==> src/rtl/bus_pkg.sv <==
// Shared definitions for the peripheral bus arbiter: controller states,
// address-region nibbles, owner encoding and a region decode helper.
package bus_pkg;

    localparam int ADDR_W = 32;
    localparam int DATA_W = 32;

    typedef enum logic [1:0] {
        ST_IDLE   = 2'd0,
        ST_ACCESS = 2'd1,
        ST_RESP   = 2'd2
    } state_t;

    localparam logic [3:0] REGION_UART  = 4'h1;
    localparam logic [3:0] REGION_FLASH = 4'h2;

    typedef enum logic {
        OWN_M0 = 1'b0,
        OWN_M1 = 1'b1
    } owner_t;

    // Region selector lives in the top nibble of the byte address.
    function automatic logic [3:0] region_of(input logic [ADDR_W-1:0] addr);
        return addr[ADDR_W-1:ADDR_W-4];
    endfunction

endpackage

==> src/rtl/rr_arbiter2.sv <==
// Two-way round-robin grant. Purely combinational; the caller keeps the
// registered last_gnt (1 = M1 was granted last).
module rr_arbiter2 (
    input  logic [1:0] req,
    input  logic       last_gnt,
    output logic [1:0] gnt
);

    // On a tie the master that did not win last time is granted.
    always_comb begin
        gnt = req;
        if (req == 2'b11) begin
            gnt = last_gnt ? 2'b01 : 2'b10;
        end
    end

endmodule

==> src/rtl/periph_bus_arbiter.sv <==
// Shares the SoC peripheral bus between the core data port (M0) and a
// secondary master (M1). One transaction in flight, steered to UART or
// SPI flash by the top address nibble, each access bounded by a timeout.
module periph_bus_arbiter
    import bus_pkg::*;
#(
    parameter int         TIMEOUT_CYC = 64,
    parameter logic [3:0] UART_NIB    = REGION_UART,
    parameter logic [3:0] FLASH_NIB   = REGION_FLASH
) (
    input  logic              clk_in,
    input  logic              rst_in,
    input  logic              m0_req,
    input  logic              m0_we,
    input  logic [ADDR_W-1:0] m0_addr,
    input  logic [DATA_W-1:0] m0_wdata,
    output logic [DATA_W-1:0] m0_rdata,
    output logic              m0_ack,
    output logic              m0_err,
    input  logic              m1_req,
    input  logic              m1_we,
    input  logic [ADDR_W-1:0] m1_addr,
    input  logic [DATA_W-1:0] m1_wdata,
    output logic [DATA_W-1:0] m1_rdata,
    output logic              m1_ack,
    output logic              m1_err,
    output logic              s_valid,
    output logic              s_uart_sel,
    output logic              s_flash_sel,
    output logic              s_we,
    output logic [ADDR_W-1:0] s_addr,
    output logic [DATA_W-1:0] s_wdata,
    input  logic [DATA_W-1:0] s_uart_rdata,
    input  logic [DATA_W-1:0] s_flash_rdata,
    input  logic              s_uart_ready,
    input  logic              s_flash_ready
);

    // Smallest counter that can hold TIMEOUT_CYC-1 (TIMEOUT_CYC is 2..256).
    localparam int             CNT_W    = $clog2(TIMEOUT_CYC);
    localparam logic [CNT_W-1:0] CNT_LAST = CNT_W'(TIMEOUT_CYC - 1);

    state_t            state;
    owner_t            owner;
    logic              last_gnt;
    logic [CNT_W-1:0]  cnt;
    logic [ADDR_W-1:0] addr_q;
    logic [DATA_W-1:0] wdata_q;
    logic              we_q;
    logic              sel_uart_q;
    logic              sel_flash_q;
    logic [DATA_W-1:0] rsp_data;
    logic              rsp_err;

    logic [1:0]        req_vec;
    logic [1:0]        gnt;
    logic [ADDR_W-1:0] win_addr;
    logic [DATA_W-1:0] win_wdata;
    logic              win_we;
    logic [3:0]        win_nib;
    logic              sel_ready;
    logic [DATA_W-1:0] sel_rdata;
    logic              in_resp;

    assign req_vec = {m1_req, m0_req};

    rr_arbiter2 u_arb (
        .req      (req_vec),
        .last_gnt (last_gnt),
        .gnt      (gnt)
    );

    // Route the winning master's request fields and decode its region.
    always_comb begin
        win_addr  = gnt[1] ? m1_addr  : m0_addr;
        win_wdata = gnt[1] ? m1_wdata : m0_wdata;
        win_we    = gnt[1] ? m1_we    : m0_we;
        win_nib   = region_of(win_addr);
    end

    // Only the selected slave's ready and read data are looked at.
    always_comb begin
        sel_ready = sel_uart_q ? s_uart_ready : (sel_flash_q & s_flash_ready);
        sel_rdata = sel_uart_q ? s_uart_rdata : s_flash_rdata;
    end

    // Transaction controller: grant in IDLE, wait for ready or timeout in
    // ACCESS, present the one-cycle response in RESP.
    always_ff @(posedge clk_in or posedge rst_in) begin
        if (rst_in) begin
            state       <= ST_IDLE;
            owner       <= OWN_M0;
            last_gnt    <= 1'b1;
            cnt         <= '0;
            addr_q      <= '0;
            wdata_q     <= '0;
            we_q        <= 1'b0;
            sel_uart_q  <= 1'b0;
            sel_flash_q <= 1'b0;
            rsp_data    <= '0;
            rsp_err     <= 1'b0;
        end else begin
            case (state)
                ST_IDLE: begin
                    if (|gnt) begin
                        owner    <= gnt[1] ? OWN_M1 : OWN_M0;
                        last_gnt <= gnt[1];
                        addr_q   <= win_addr;
                        wdata_q  <= win_wdata;
                        we_q     <= win_we;
                        cnt      <= '0;
                        if (win_nib == UART_NIB) begin
                            sel_uart_q  <= 1'b1;
                            sel_flash_q <= 1'b0;
                            state       <= ST_ACCESS;
                        end else if (win_nib == FLASH_NIB) begin
                            sel_uart_q  <= 1'b0;
                            sel_flash_q <= 1'b1;
                            state       <= ST_ACCESS;
                        end else begin
                            // Unmapped: answer with an error, slave untouched.
                            sel_uart_q  <= 1'b0;
                            sel_flash_q <= 1'b0;
                            rsp_data    <= '0;
                            rsp_err     <= 1'b1;
                            state       <= ST_RESP;
                        end
                    end
                end
                ST_ACCESS: begin
                    // Ready takes priority over a coinciding timeout.
                    if (sel_ready) begin
                        rsp_data <= we_q ? '0 : sel_rdata;
                        rsp_err  <= 1'b0;
                        state    <= ST_RESP;
                    end else if (cnt == CNT_LAST) begin
                        rsp_data <= '0;
                        rsp_err  <= 1'b1;
                        state    <= ST_RESP;
                    end else begin
                        cnt <= cnt + CNT_W'(1);
                    end
                end
                ST_RESP: begin
                    state <= ST_IDLE;
                end
                default: begin
                    state <= ST_IDLE;
                end
            endcase
        end
    end

    // Outputs are decoded from registered state only.
    always_comb begin
        in_resp     = (state == ST_RESP);
        s_valid     = (state == ST_ACCESS);
        s_uart_sel  = s_valid & sel_uart_q;
        s_flash_sel = s_valid & sel_flash_q;
        s_we        = s_valid & we_q;
        s_addr      = addr_q;
        s_wdata     = wdata_q;
        m0_ack      = in_resp & (owner == OWN_M0);
        m1_ack      = in_resp & (owner == OWN_M1);
        m0_err      = m0_ack & rsp_err;
        m1_err      = m1_ack & rsp_err;
        m0_rdata    = m0_ack ? rsp_data : '0;
        m1_rdata    = m1_ack ? rsp_data : '0;
    end

endmodule

==> config.mk <==
export PLATFORM = sky130hd
export DESIGN_NAME = periph_bus_arbiter
export DESIGN_NICKNAME = d
export VERILOG_FILES = /design/src/rtl/bus_pkg.sv /design/src/rtl/rr_arbiter2.sv /design/src/rtl/periph_bus_arbiter.sv
export SDC_FILE = /design/constraint.sdc
export NUM_CORES = 1
export LEC_CHECK = 0
export ABC_AREA = 1
export CAP_MARGIN = 20
export CORE_ASPECT_RATIO = 0.6
export CORE_UTILIZATION = 41
export DETAILED_ROUTE_END_ITERATION = 16
export GPL_TIMING_DRIVEN = 0
export PLACE_DENSITY_LB_ADDON = 0.12
export SYNTH_ARGS = -nofsm -noshare
export SYNTH_HDL_FRONTEND = slang
export SYNTH_SLANG_ARGS = --single-unit
==> constraint.sdc <==
create_clock -name clk_in -period 10.6 [get_ports clk_in]
set_clock_uncertainty 0.2 [all_clocks]
set_input_delay 2.65 -clock clk_in [delete_from_list [all_inputs] [get_ports clk_in]]
set_output_delay 2.65 -clock clk_in [all_outputs]
set_load 0.005 [all_outputs]
==> metrics.md, run 1 <==
| Metric | Value |
|---|---|
| Outcome | complete, no violations |
| Max_cap viols | 0 |
| Most common cell on crit path | inv_1 |
| P&R area growth vs syn | 68.4% |
| Nets | around 1300 |
| Mean Syn Cell Area | between 7 and 8 µm² |
| Overflow after GRT | 0 |
| Most common cell after layout, fill and taps aside | clkdlybuf4s50_1 |
| Crit path kind | flip-flop to output pin |
| Clock sink total | 110 |
| Final Setup Violations | 0 |
| Max VDD drop | approximately 0.11 mV |
| Pins Over Slew Limit | 0 |
| Cells after Synth | 780 |
| Critical path arrival | between 2000 and 2500 ps |
| Top cell type's share of synthesized area | 0.475 |
| Mux contribution to synthesized area | 0 |
| Cts hold-fix bufs | 0 |
| Row cnt | 33 |
| Drt first pass iters | 7 |
| Post-DR wirelength/cell | 15.7 µm |
| Power Total | 2.02 mW |
| Clock latency on the worst-skew pair | 340 ps |
| Dpl cell area | around 9400 µm² |
| Via count | between 6000 and 7000 |
| R2R Path Start | sel_uart_q$_DFFE_PP0P_ |
| Share of post-route cells with drive strength above 1 | 0.0469 |
| CP peak stage delay | 540 ps |
| Final Hold Fails | 0 |
| Placed Cells | between 1000 and 1500 |
| Vias per cell | 4.86 |
| Reg area | 2750 µm² |
| Clk pin slew, worst setup/hold paths | around 70 ps |
| Period utilization | 0.492 |
| Total CTS buffers | 9 |
| Die H | roughly 94 µm |
| Hold path cells | 2 |
| Die width | around 150 µm |
| Met2 Usage GRT | 0.478 |
| DP HPWL | approximately 16000 µm |
| Sequential share of the synthesized area | 0.480 |
| Worst path slowest cell | clkdlybuf4s50_1 |
| Residual DRC | 0 |
| CP Launch Type | flip-flop |
| Leakage | 4.13 nW |
| Root Driver | clkbuf_16 |
| DRT iter0 DRCs | 402 |
| Worst r2r path cells | 9 |
| GR Layer Usage met1 | 0.379 |
| TritonCTS clock tree | built |
| RePlAce Congestion | 0.804 |
| Vias in the first global route | about 6100 |
| Critical Path RT | 7750 ps |
| PostCTS Resize Cnt | 0 |
| Synth Register Bits | between 100 and 150 |
| Shortest period the worst path allows | between 5000 and 6000 ps |
| Routed Antenna Nets | 0 |
| Min-delay src | rsp_data[8]$_DFFE_PP0P_ |
| Core area | approximately 14000 µm² |
| Routed WL | 20700 µm |
| Setup TNS | 0 ps |
| Yosys warning total | 0 |
| CP endpoint kind | output pin |
| Synth Net Count | 981 |
| Worst slew margin | 0.601 |
| Yosys cell types | 29 |
| Pwr/cell area | about 210 nW/µm² |
| All-Layer GR Usage | 0.285 |
| Starting Density | 0.420 |
| Largest area contributor in the netlist | dfrtp_1 |
| Non-filler cells, final | between 1000 and 1500 |
| Multi-input logic area | approximately 2500 µm² |
| Commonest cells after routing, fill and taps aside | clkdlybuf4s50_1 (334), nand2_1 (224), nor2_1 (203), dfrtp_1 (109), a31oi_1 (63) |
| Worst slew pin tran | between 500 and 600 ps |
| Hold WC Path Type | flip-flop to flip-flop |
| Synth top area cells | dfrtp_1 (48%), nand2_1 (15%), nor2_1 (13%) |
| Number of buffers and inverters on the critical path | 4 |
| # diodes | 0 |
| Critical Path Fanout Max | 10 |
| Adder-Cell Fraction of Synth Area | 0.00218 |
| Minimum hold slack | about 270 ps |
| Syn Std Cell Area | 5740 µm² |
| Worst hold endpoint | rsp_data[8]$_DFFE_PP0P_ |
| Fill cell count | approximately 1200 |
| Ports | between 300 and 400 |
| First-pass GRT wire length | roughly 32000 µm |
| Fmax | about 190 MHz |
| Global route hottest layer | met2 |
| Buffers on Ports | 334 |
| RSZ-0062 raised after global routing | false |
| Die ar. | 14500 µm² |
| Post-CTS setup buffers | 0 |
| Main combinational cell family by area after synthesis | simple AND/OR/NAND/NOR gates |
| Crit path max-delay family | buffers and inverters |
| Pin count of the biggest net entering global routing | 70 |
| Initial antenna violation count | 0 |
| H-tree levels | 3 |
| Met3 Use GR | 0.0635 |
| Clock buffer depth | 2 |
| Synth Area in XOR/XNOR | 0.00611 |
| Synth Area in Compound Gates | 0.124 |
| Post-Synth Simple-Gate Area | 0.310 |
| Cell area after layout | between 9000 and 10000 µm² |
| Reg2Reg Setup Slack | between 8000 and 9000 ps |
| Crit-path cells | inv_1, nor3_1, inv_1, clkbuf_1, nor2_1, clkdlybuf4s50_1 |
| FF-to-FF End | rsp_data[11]$_DFFE_PP0P_ |
[area by class of cell]
cell class              instances  area share
clock buffers                  10      0.0247
well taps                     192      0.0249
plain buffers                  52      0.0255
repair buffers                335       0.349
multi-input cells             566       0.263
inverters                      52      0.0207
clock inverters                 6     0.00699
flip-flops and latches        110       0.285
[Yosys cell counts]
library cell / n
xnor2_1: 1
a22o_1: 1
nand2_4: 2
nand4_1: 2
nor2_4: 1
buf_6: 3
buf_4: 2
and2_4: 1
nand2_1: 224
nor3_1: 2
ha_1: 1
dfstp_2: 1
nand3_4: 1
nor2_1: 203
nor2_2: 4
xor2_1: 3
a31oi_1: 63
a21oi_1: 1
o21a_1: 1
nand3b_1: 2
dfrtp_1: 109
o211ai_1: 32
inv_2: 3
inv_1: 49
nand3_1: 11
clkbuf_1: 30
buf_2: 17
o21ai_0: 7
o31ai_1: 3
[metal layers]
layer | part of all wire | up-vias
met4 | 0.011 | 0
met2 | 0.48 | 218
li1 | - | 3182
met5 | 0 | -
met1 | 0.44 | 3014
met3 | 0.063 | 22
[per-stage QoR]
stage	setup slack, ps	util
after global routing	5200	0.707
after CTS	5380	0.707
after detailed placement	5760	0.684
after global placement	3010	0.682
final	5390	0.707
after floorplan	4850	-
[worst register-to-register path, stage by stage (launching register included)]
cell	delay, ps
dfrtp_1	360
buf_2	180
inv_2	140
nand3_1	100
nand2_1	70
nand2_1	90
inv_1	170
clkbuf_1	460
o211ai_1	200
nand2_1	120
[worst max path at each step]
stage / endpoint / cells past startpoint / start / slack (ps)
after floorplan: cnt[0]$_DFFE_PP0P_ / 1 / rst_in / 4850
after global placement: s_wdata[7]$_DFFE_PP0P_ / 2 / rst_in / 3010
after detailed placement: m1_rdata[7] / 6 / state[1]$_DFFE_PP0P_ / 5760
after CTS: m1_rdata[7] / 6 / state[1]$_DFFE_PP0P_ / 5380
after global routing: m1_rdata[21] / 6 / state[1]$_DFFE_PP0P_ / 5200
final: m1_rdata[7] / 6 / state[1]$_DFFE_PP0P_ / 5390
[flip-flops by register name, indices dropped and copies added, names as in the netlist]
| register | flops |
|---|---|
| rsp_data | 32 |
| s_addr | 32 |
| s_wdata | 32 |
| cnt | 6 |
| state | 2 |
| last_gnt | 1 |
| owner | 1 |
| rsp_err | 1 |
| sel_flash_q | 1 |
| sel_uart_q | 1 |
| we_q | 1 |
[power breakdown]
part | internal, mW | switching, mW
Sequential | 0.570 | 0.0843
Combinational | 0.484 | 0.522
Clock | 0.192 | 0.164
[cell families after synthesis]
logic type | after synthesis
compound gates | 108
fa+ha+maj | 1
buf+inv | 104
xor+xnor | 4
flops | 110
simple gates | 453
Note: power is estimated with default switching activity, not from simulation.
==> run 2: changes to the inputs <==
--- a/config.mk
+++ b/config.mk
@@ -8,7 +8,7 @@
 export ABC_AREA = 1
 export CAP_MARGIN = 20
 export CORE_ASPECT_RATIO = 0.6
-export CORE_UTILIZATION = 41
+export CORE_UTILIZATION = 35
 export DETAILED_ROUTE_END_ITERATION = 16
 export GPL_TIMING_DRIVEN = 0
 export PLACE_DENSITY_LB_ADDON = 0.12
==> constraint.sdc (replaced) <==
create_clock -name clk_in -period 4.4 [get_ports clk_in]
set_clock_uncertainty 0.2 [all_clocks]
set_input_delay 1.1 -clock clk_in [delete_from_list [all_inputs] [get_ports clk_in]]
set_output_delay 1.1 -clock clk_in [all_outputs]
set_load 0.005 [all_outputs]
==> run 2 against run 1 <==
Against the previous run:
- critical path depth unchanged
- count of clock-buffer cells in the layout up 2
- setup slack worse by 4600 ps
- combinational power up 140%
- critical endpoint is now m0_rdata[27]
- clock power rose to 2.6 times the previous value
- largest cell class unchanged
- routed wire length up 1.0%
- register-to-register slack worse by 6200 ps
- first-iteration DRC count down 9.5%
- flip-flop and latch count unchanged
==> metrics.md, run 2 (synthesis gave the netlist of run 1 again) <==
| Metric | Value |
|---|---|
| Nets | ~1300 |
| Most common cell after layout, fill and taps aside | clkdlybuf4s50_1 |
| Power Total | just under 5 mW |
| Pin count of the biggest net entering global routing | 59 |
| Share of post-route cells with drive strength above 1 | 0.0442 |
| Cts hold-fix bufs | 0 |
| Drt first pass iters | 4 |
| RSZ-0062 raised after global routing | false |
| Pwr/cell area | slightly above 500 nW/µm² |
| Clk pin slew, worst setup/hold paths | ~70 ps |
| RePlAce Congestion | 0.825 |
| Residual DRC | 0 |
| Critical path arrival | approximately 2300 ps |
| Vias in the first global route | ~6100 |
| Overflow after GRT | 0 |
| Dpl cell area | about 9400 µm² |
| Routed Antenna Nets | 0 |
| Worst slew pin tran | between 600 and 700 ps |
| Period utilization | 0.827 |
| Buffers on Ports | approximately 330 |
| Multi-input logic area | around 2500 µm² |
| P&R area growth vs syn | 69.1% |
| Via count | 6318 |
| CP peak stage delay | around 540 ps |
| Clock latency on the worst-skew pair | roughly 340 ps |
| Pins Over Slew Limit | 0 |
| H-tree levels | 3 |
| Root Driver | clkbuf_16 |
| Post-CTS setup buffers | 0 |
| PostCTS Resize Cnt | 0 |
| Leakage | roughly 4.1 nW |
| Final Setup Violations | 0 |
| Fmax | about 270 MHz |
| Critical Path Fanout Max | 10 |
| Outcome | complete, no violations |
| Ports | 336 |
| Worst path slowest cell | clkdlybuf4s50_1 |
| Cell area after layout | approximately 9700 µm² |
| Routed WL | around 21000 µm |
| Crit-path cells | inv_1, nor3_1, inv_1, clkbuf_1, nor2_1, clkdlybuf4s50_1 |
| TritonCTS clock tree | built |
| Vias per cell | about 4.7 |
| Fin util | 0.619 |
| Clock buffer depth | 2 |
| Total CTS buffers | 9 |
| Post-DR wirelength/cell | about 16 µm |
| Die ar. | approximately 17000 µm² |
| Initial antenna violation count | 0 |
| Die H | approximately 100 µm |
| DP HPWL | roughly 17000 µm |
| Row cnt | 35 |
| # diodes | 0 |
| Clock sink total | 110 |
| All-Layer GR Usage | 0.244 |
| First-pass GRT wire length | roughly 32000 µm |
| Final setup margin | ~760 ps |
| Hold WC Path Type | flip-flop to flip-flop |
| Max_cap viols | 0 |
| CP Launch Type | flip-flop |
| Max VDD drop | between 0.2 and 0.3 mV |
| Final Hold Fails | 0 |
| Fill cell count | roughly 1400 |
| Crit path max-delay family | buffers and inverters |
| Starting Density | 0.366 |
| Reg area | approximately 2800 µm² |
| Core area | about 16000 µm² |
| DRT iter0 DRCs | ~360 |
| Commonest cells after routing, fill and taps aside | clkdlybuf4s50_1 (334), nand2_1 (224), nor2_1 (203), dfrtp_1 (109), a31oi_1 (63) |
| Placed Cells | 1318 |
| Dpl ws | between 1000 and 1500 ps |
| CP endpoint kind | output pin |
| Most common cell on crit path | inv_1 |
| Crit path kind | flip-flop to output pin |
| Number of buffers and inverters on the critical path | 4 |
| Worst slew margin | 0.594 |
| Minimum hold slack | between 200 and 300 ps |
| Shortest period the worst path allows | between 3000 and 4000 ps |
| Critical Path RT | between 3000 and 4000 ps |
| Setup TNS | 0 ps |
| Non-filler cells, final | 1334 |
| Die width | approximately 170 µm |
## run 2: path summary, 6_finish.rpt
check	from	end	slack, ps	cells past startpoint
worst max register to register	sel_uart_q$_DFFE_PP0P_	rsp_data[13]$_DFFE_PP0P_	2290	9
worst min-delay path	rsp_data[26]$_DFFE_PP0P_	rsp_data[26]$_DFFE_PP0P_	280	2
min in group asynchronous	rst_in	s_wdata[22]$_DFFE_PP0P_	980	2
max in group asynchronous	rst_in	last_gnt$_DFFE_PP1P_	2320	3
worst min register to register	rsp_data[26]$_DFFE_PP0P_	rsp_data[26]$_DFFE_PP0P_	280	2
worst max-delay path	state[1]$_DFFE_PP0P_	m0_rdata[27]	760	6
## run 2: routing by layer
metal / GRT usage / part of all wire
met1: 0.324 / 0.45
met2: 0.403 / 0.46
met3: 0.0625 / 0.071
met4: 0.0550 / 0.013
met5: 0 / 0
## run 2: worst register-to-register path, delay by kind of cell, from the launching register on
kind | cells | cell delay (ps)
AOI/OAI and AO/OA | 1 | 180
and+or+nand+nor | 4 | 380
buffers and inverters | 4 | 940
DFF | 1 | 360
## run 2: where the power goes
part | internal [mW] | switching (mW) | leakage, nW | total, mW
combinational | 1.17 | 1.24 | 2.64 | 2.41
sequential | 1.37 | 0.201 | 1.34 | 1.57
clock | 0.559 | 0.377 | 0.157 | 0.935
## run 2: area by class of cell
type                       instances  area share
clock buffer                      12      0.0244
tap                              203      0.0262
clock inverter                     4      0.0101
inverter                          52      0.0206
multi-input combinational        566       0.262
timing repair buffer             335       0.347
sequential                       110       0.284
buffer                            52      0.0254
